==> src/rtl/game_rom_loader.sv <==
// -----------------------------------------------------------------------------
// game_rom_loader
// Receives an iNES image one byte at a time from the SoC game-ROM conduit.
// It validates the 16-byte header, then routes the PRG and CHR payload bytes
// onto the PRG and CHR memory write ports. The NES core is held in reset
// until the whole image has been written.
//
// Ports
//   clk, reset            sole clock; synchronous active-high reset
//   write_rom             level strobe; each rising edge is one byte write
//   rom_addr, to_game_rom iNES file offset and byte value of the write
//   prg_we/addr/data      PRG memory write port (15-bit address)
//   chr_we/addr/data      CHR memory write port (13-bit address)
//   prg_32k               1 = 32 KB PRG, 0 = 16 KB PRG
//   mirroring, mapper     header flags latched when the header is accepted
//   loaded                image fully written and valid
//   header_err            header rejected
//   hold_nes_reset        NES core held in reset while 1
// -----------------------------------------------------------------------------
module game_rom_loader (
    input  logic        clk,
    input  logic        reset,
    input  logic        write_rom,
    input  logic [15:0] rom_addr,
    input  logic [7:0]  to_game_rom,
    output logic        prg_we,
    output logic [14:0] prg_addr,
    output logic [7:0]  prg_data,
    output logic        chr_we,
    output logic [12:0] chr_addr,
    output logic [7:0]  chr_data,
    output logic        prg_32k,
    output logic        mirroring,
    output logic [7:0]  mapper,
    output logic        loaded,
    output logic        header_err,
    output logic        hold_nes_reset
);

    typedef enum logic [1:0] {
        ST_HDR  = 2'd0,
        ST_BODY = 2'd1,
        ST_DONE = 2'd2,
        ST_ERR  = 2'd3
    } state_t;

    state_t      state_r;
    logic        write_rom_q_r;
    logic [7:0]  hdr_r [16];
    logic [16:0] prg_end_r;
    logic [16:0] chr_end_r;

    logic        strobe_s;
    logic [16:0] addr_ext_s;
    logic [16:0] new_prg_end_s;
    logic [16:0] new_chr_end_s;
    logic        hdr_ok_s;
    logic        in_prg_s;
    logic        in_chr_s;
    logic        last_s;

    // Header acceptance: iNES magic, 16 or 32 KB PRG, 0 or 8 KB CHR.
    function automatic logic hdr_valid(
        input logic [7:0] b0,
        input logic [7:0] b1,
        input logic [7:0] b2,
        input logic [7:0] b3,
        input logic [7:0] b4,
        input logic [7:0] b5
    );
        return (b0 == 8'h4E) && (b1 == 8'h45) && (b2 == 8'h53) && (b3 == 8'h1A)
            && ((b4 == 8'd1) || (b4 == 8'd2))
            && ((b5 == 8'd0) || (b5 == 8'd1));
    endfunction

    // Edge detect, region bounds and body routing decode.
    always_comb begin
        strobe_s      = write_rom & ~write_rom_q_r;
        addr_ext_s    = {1'b0, rom_addr};
        // byte4 is 1 or 2 once accepted, so only its low bits scale 16 KB units.
        new_prg_end_s = 17'd16 + {1'b0, hdr_r[4][1:0], 14'd0};
        new_chr_end_s = new_prg_end_s + {3'b000, hdr_r[5][0], 13'd0};
        hdr_ok_s      = hdr_valid(hdr_r[0], hdr_r[1], hdr_r[2], hdr_r[3], hdr_r[4], hdr_r[5]);
        in_prg_s      = (addr_ext_s >= 17'd16) && (addr_ext_s < prg_end_r);
        in_chr_s      = (addr_ext_s >= prg_end_r) && (addr_ext_s < chr_end_r);
        last_s        = (addr_ext_s == (chr_end_r - 17'd1));
    end

    // Loader FSM with registered write ports and status outputs.
    always_ff @(posedge clk) begin
        if (reset) begin
            state_r        <= ST_HDR;
            write_rom_q_r  <= 1'b0;
            prg_we         <= 1'b0;
            prg_addr       <= 15'd0;
            prg_data       <= 8'd0;
            chr_we         <= 1'b0;
            chr_addr       <= 13'd0;
            chr_data       <= 8'd0;
            prg_32k        <= 1'b0;
            mirroring      <= 1'b0;
            mapper         <= 8'd0;
            loaded         <= 1'b0;
            header_err     <= 1'b0;
            hold_nes_reset <= 1'b1;
            prg_end_r      <= 17'd0;
            chr_end_r      <= 17'd0;
            for (int i = 0; i < 16; i++) begin
                hdr_r[i] <= 8'd0;
            end
        end else begin
            write_rom_q_r <= write_rom;
            prg_we        <= 1'b0;
            chr_we        <= 1'b0;
            if (strobe_s && (rom_addr == 16'd0)) begin
                // Offset 0 restarts the load from any state.
                state_r        <= ST_HDR;
                loaded         <= 1'b0;
                header_err     <= 1'b0;
                hold_nes_reset <= 1'b1;
                hdr_r[0]       <= to_game_rom;
            end else begin
                hold_nes_reset <= (state_r != ST_DONE);
                // DONE is entered in the we cycle, so loaded follows one cycle later.
                if (state_r == ST_DONE) begin
                    loaded <= 1'b1;
                end
                if (strobe_s) begin
                    case (state_r)
                        ST_HDR: begin
                            if (rom_addr < 16'd16) begin
                                hdr_r[rom_addr[3:0]] <= to_game_rom;
                                if (rom_addr == 16'd15) begin
                                    if (hdr_ok_s) begin
                                        state_r   <= ST_BODY;
                                        prg_32k   <= (hdr_r[4] == 8'd2);
                                        mirroring <= hdr_r[6][0];
                                        mapper    <= {hdr_r[7][7:4], hdr_r[6][7:4]};
                                        prg_end_r <= new_prg_end_s;
                                        chr_end_r <= new_chr_end_s;
                                    end else begin
                                        state_r    <= ST_ERR;
                                        header_err <= 1'b1;
                                    end
                                end
                            end
                        end
                        ST_BODY: begin
                            if (in_prg_s) begin
                                prg_we   <= 1'b1;
                                prg_addr <= rom_addr[14:0] - 15'd16;
                                prg_data <= to_game_rom;
                            end else if (in_chr_s) begin
                                chr_we   <= 1'b1;
                                // prg_end_r low 13 bits are always 16.
                                chr_addr <= rom_addr[12:0] - prg_end_r[12:0];
                                chr_data <= to_game_rom;
                            end
                            if ((in_prg_s || in_chr_s) && last_s) begin
                                state_r <= ST_DONE;
                            end
                        end
                        default: begin
                            // DONE and ERR ignore everything but offset 0.
                        end
                    endcase
                end
            end
        end
    end

endmodule

==> config.mk <==
export PLATFORM = sky130hd
export DESIGN_NAME = game_rom_loader
export DESIGN_NICKNAME = d
export VERILOG_FILES = /design/src/rtl/game_rom_loader.sv
export SDC_FILE = /design/constraint.sdc
export NUM_CORES = 1
export LEC_CHECK = 0
export CORE_UTILIZATION = 55
export DETAILED_ROUTE_END_ITERATION = 16
export PLACE_DENSITY = 0.94
export SLEW_MARGIN = 25
export SYNTH_ARGS = -nofsm -noshare
export SYNTH_HDL_FRONTEND = slang
export SYNTH_SLANG_ARGS = --single-unit
==> constraint.sdc <==
create_clock -name clk -period 8.5 [get_ports clk]
set_input_delay 1.7 -clock clk [delete_from_list [all_inputs] [get_ports clk]]
set_output_delay 1.7 -clock clk [all_outputs]
set_load 0.02 [all_outputs]
==> impl_metrics.ini <==
[synth]
yosys_warnings = 0
ys_seq_area_share_pct = 56.5
syn_area_sq_mm = 0.00537
postSynth.asyncResetShare_pct = 0
syn_area_per_cell_sq_um = 10.9
synth-seq-cells = 123
synthCells = 492
synth-main-ff-cell = dfxtp_1
synth_edf_count = 57
synth_nets = 527
ys_types = 48

[finish]
mostFrequentLayoutCell = clkdlybuf4s50_1
diodes = 0
nNetsFinal = 609
fillerInstances = 620
drive_above_1_share_pct = 9.20
layout.area.seq_sq_mm = 0.00303
syn_to_final_growth_pct = 26.7
fin_area_sq_mm = 0.00681
multi_input_area_sq_mm = 0.00219
final_cell_mix = clkdlybuf4s50_1, dfxtp_1, nor2_1, and2_1, edfxtp_1

[detailed_routing]
post-route-drc-count = 0
drt-vias-per-instance = 5.59
drtPass1Iterations = 4
initialDrtViolationCount = 307
ant_nets = 0
wirelength_microns = 12100
wl_per_cell_microns = 16.9
via_count = 4000

[timing]
fin_tns_setup_ps = 0
rsz0062_at_grt = false
relSlewSlack_pct = 46.8
worst_slew_pin_slew_ps = 796
fmax_mhz = 218
drv_slew = 0
min_period_over_period_pct = 54.0
clock_skew_ps = 9.08
finalWorstSetupSlack_ps = 3910
finalHoldViolCount = 0
setup_violations = 0
layout_min_cycle_time_ps = 4590

[worst_hold_path]
hold_path_class = flop to flop
hold_depth = 1
min_from = header_err
min_to = header_err

[clock_tree]
clockBufferDepth = 2
numCtsBuffers = 17
cts_tree = built
cts_hold_buf = 0
cts_root_buffer = clkbuf_8
clk_latency_ps = 520
clkTransAtPathRegs_ps = 60
htreeDepth = 4
cts_setup_buffers = 0
clock_sinks = 123
post_cts_resized = 0

[global_route]
antenna_found_initial = 0
first_global_vias = 3915
grt_use_total_pct = 26.0
gr-total-overflow = 0
grt_max_degree = 71
grt_first_pass_wirelength_microns = 19800

[run_status]
outcome = complete, no violations

[die]
die_x_microns = 101
initial_core_util_pct = 57.3
fp.coreArea_sq_mm = 0.00937
die-area_sq_mm = 0.0102
die_h_microns = 101
io_pins = 86
rows = 35

[placement]
numPortBuffers = 85
postPlaceCellArea_sq_mm = 0.00627
pre_cts_slack_ps = 3330
gp_congestion = 0.926
dp_hpwl_microns = 8060

[power_and_ir_drop]
p_leak_nw = 2.45
max-vdd-ir-drop_uv = 159
cellPowerDensity_mw_per_mm2 = 196

[critical_path]
r2r-start = chr_end_r[15]
r2r_slack_ps = 5470
reg2reg_depth = 8
arrival_ps = 4970
startpoint_type = input port
reg2reg_to = prg_addr[7]
cp-end-kind = flop
crit_fanout = 31
critPathKind = input port to flop
crit_required_ps = 8880

[job]
drv_cap = 0
[Yosys cell counts (all sizes together) (11+ instances only)]
cell type	instances	area (sq um)
a211oi	20	195
nand2	38	143
dfxtp	66	1320
nor2	64	240
buf	11	76.3
edfxtp	57	1710
and2	57	357
xor2	14	123
mux2i	25	250
clkbuf	13	48.8
a21oi	15	75.1
[worst max-delay path: stages]
cell and delay, ps:
clkdlybuf4s50_1 510, inv_1 150, ha_1 280, nor3b_2 530
nor4b_2 290, or3b_1 410, a2111oi_4 340, buf_4 430
mux2i_1 260, nor2_1 50
[registers in the layout, summed over array words and instances, names as in the netlist, 2 cells and up]
register	count
chr_addr	13
prg_data	8
hdr_r	57
chr_data	8
chr_end_r	2
state_r	2
prg_addr	15
mapper	8
prg_end_r	2
[logic make-up after synthesis]
kind of cell / synth area share (%)
flip-flops: 56.5
AND/OR/NAND/NOR: 23.2
adder cells (fa/ha/maj): 1.86
buffers and inverters: 2.82
XOR/XNOR: 3.42
multiplexers: 4.66
AO/OA/AOI/OAI: 7.55
[routing by layer]
metal,share of wire [%],track usage (%),up-vias
met1,42,33.2,1914
met3,6.1,4.99,23
met5,0,0,-
li1,-,-,1905
met2,49,42.9,158
met4,2.1,12.0,0
[area by class of cell]
class                      instances  area share, %
sequential                       123           44.6
inverter                           7          0.386
clock inverter                    11           1.40
clock buffer                      21           6.45
tap                              129           2.37
multi-input combinational        338           32.2
timing repair buffer              87           12.6
[how the worst max path moves through the flow]
stage | start | endpoint | slack (ps) | cells after the start
2_1_floorplan | rom_addr[8] | chr_addr[0] | 4510 | 8
3_3_place_gp | rom_addr[15] | prg_addr[4] | 3460 | 8
3_5_place_dp | rom_addr[15] | prg_addr[7] | 3330 | 8
4_1_cts | rom_addr[15] | prg_addr[7] | 3850 | 8
5_1_grt | rom_addr[5] | chr_addr[2] | 3700 | 10
6_report | rom_addr[5] | chr_addr[2] | 3910 | 10
[stage by stage]
stage | hold slack (ps) | power (mW) | utilization (%) | instances
2_1_floorplan | 453 | 0.670 | - | 492
3_3_place_gp | 444 | 0.697 | 66.9 | 684
3_5_place_dp | 456 | 0.699 | 66.9 | 684
4_1_cts | 469 | 1.34 | 72.6 | 716
5_1_grt | 489 | 1.37 | 72.6 | 716
6_report | 469 | 1.33 | 72.6 | 716
[power breakdown]
part / internal (mW) / switching, mW / leakage, nW
logic: 0.0216 / 0.0385 / 1.06
registers: 0.625 / 0.00238 / 1.14
clock network: 0.393 / 0.254 / 0.248
total: 1.04 / 0.295 / 2.45
(Power assumes the default switching activity.)
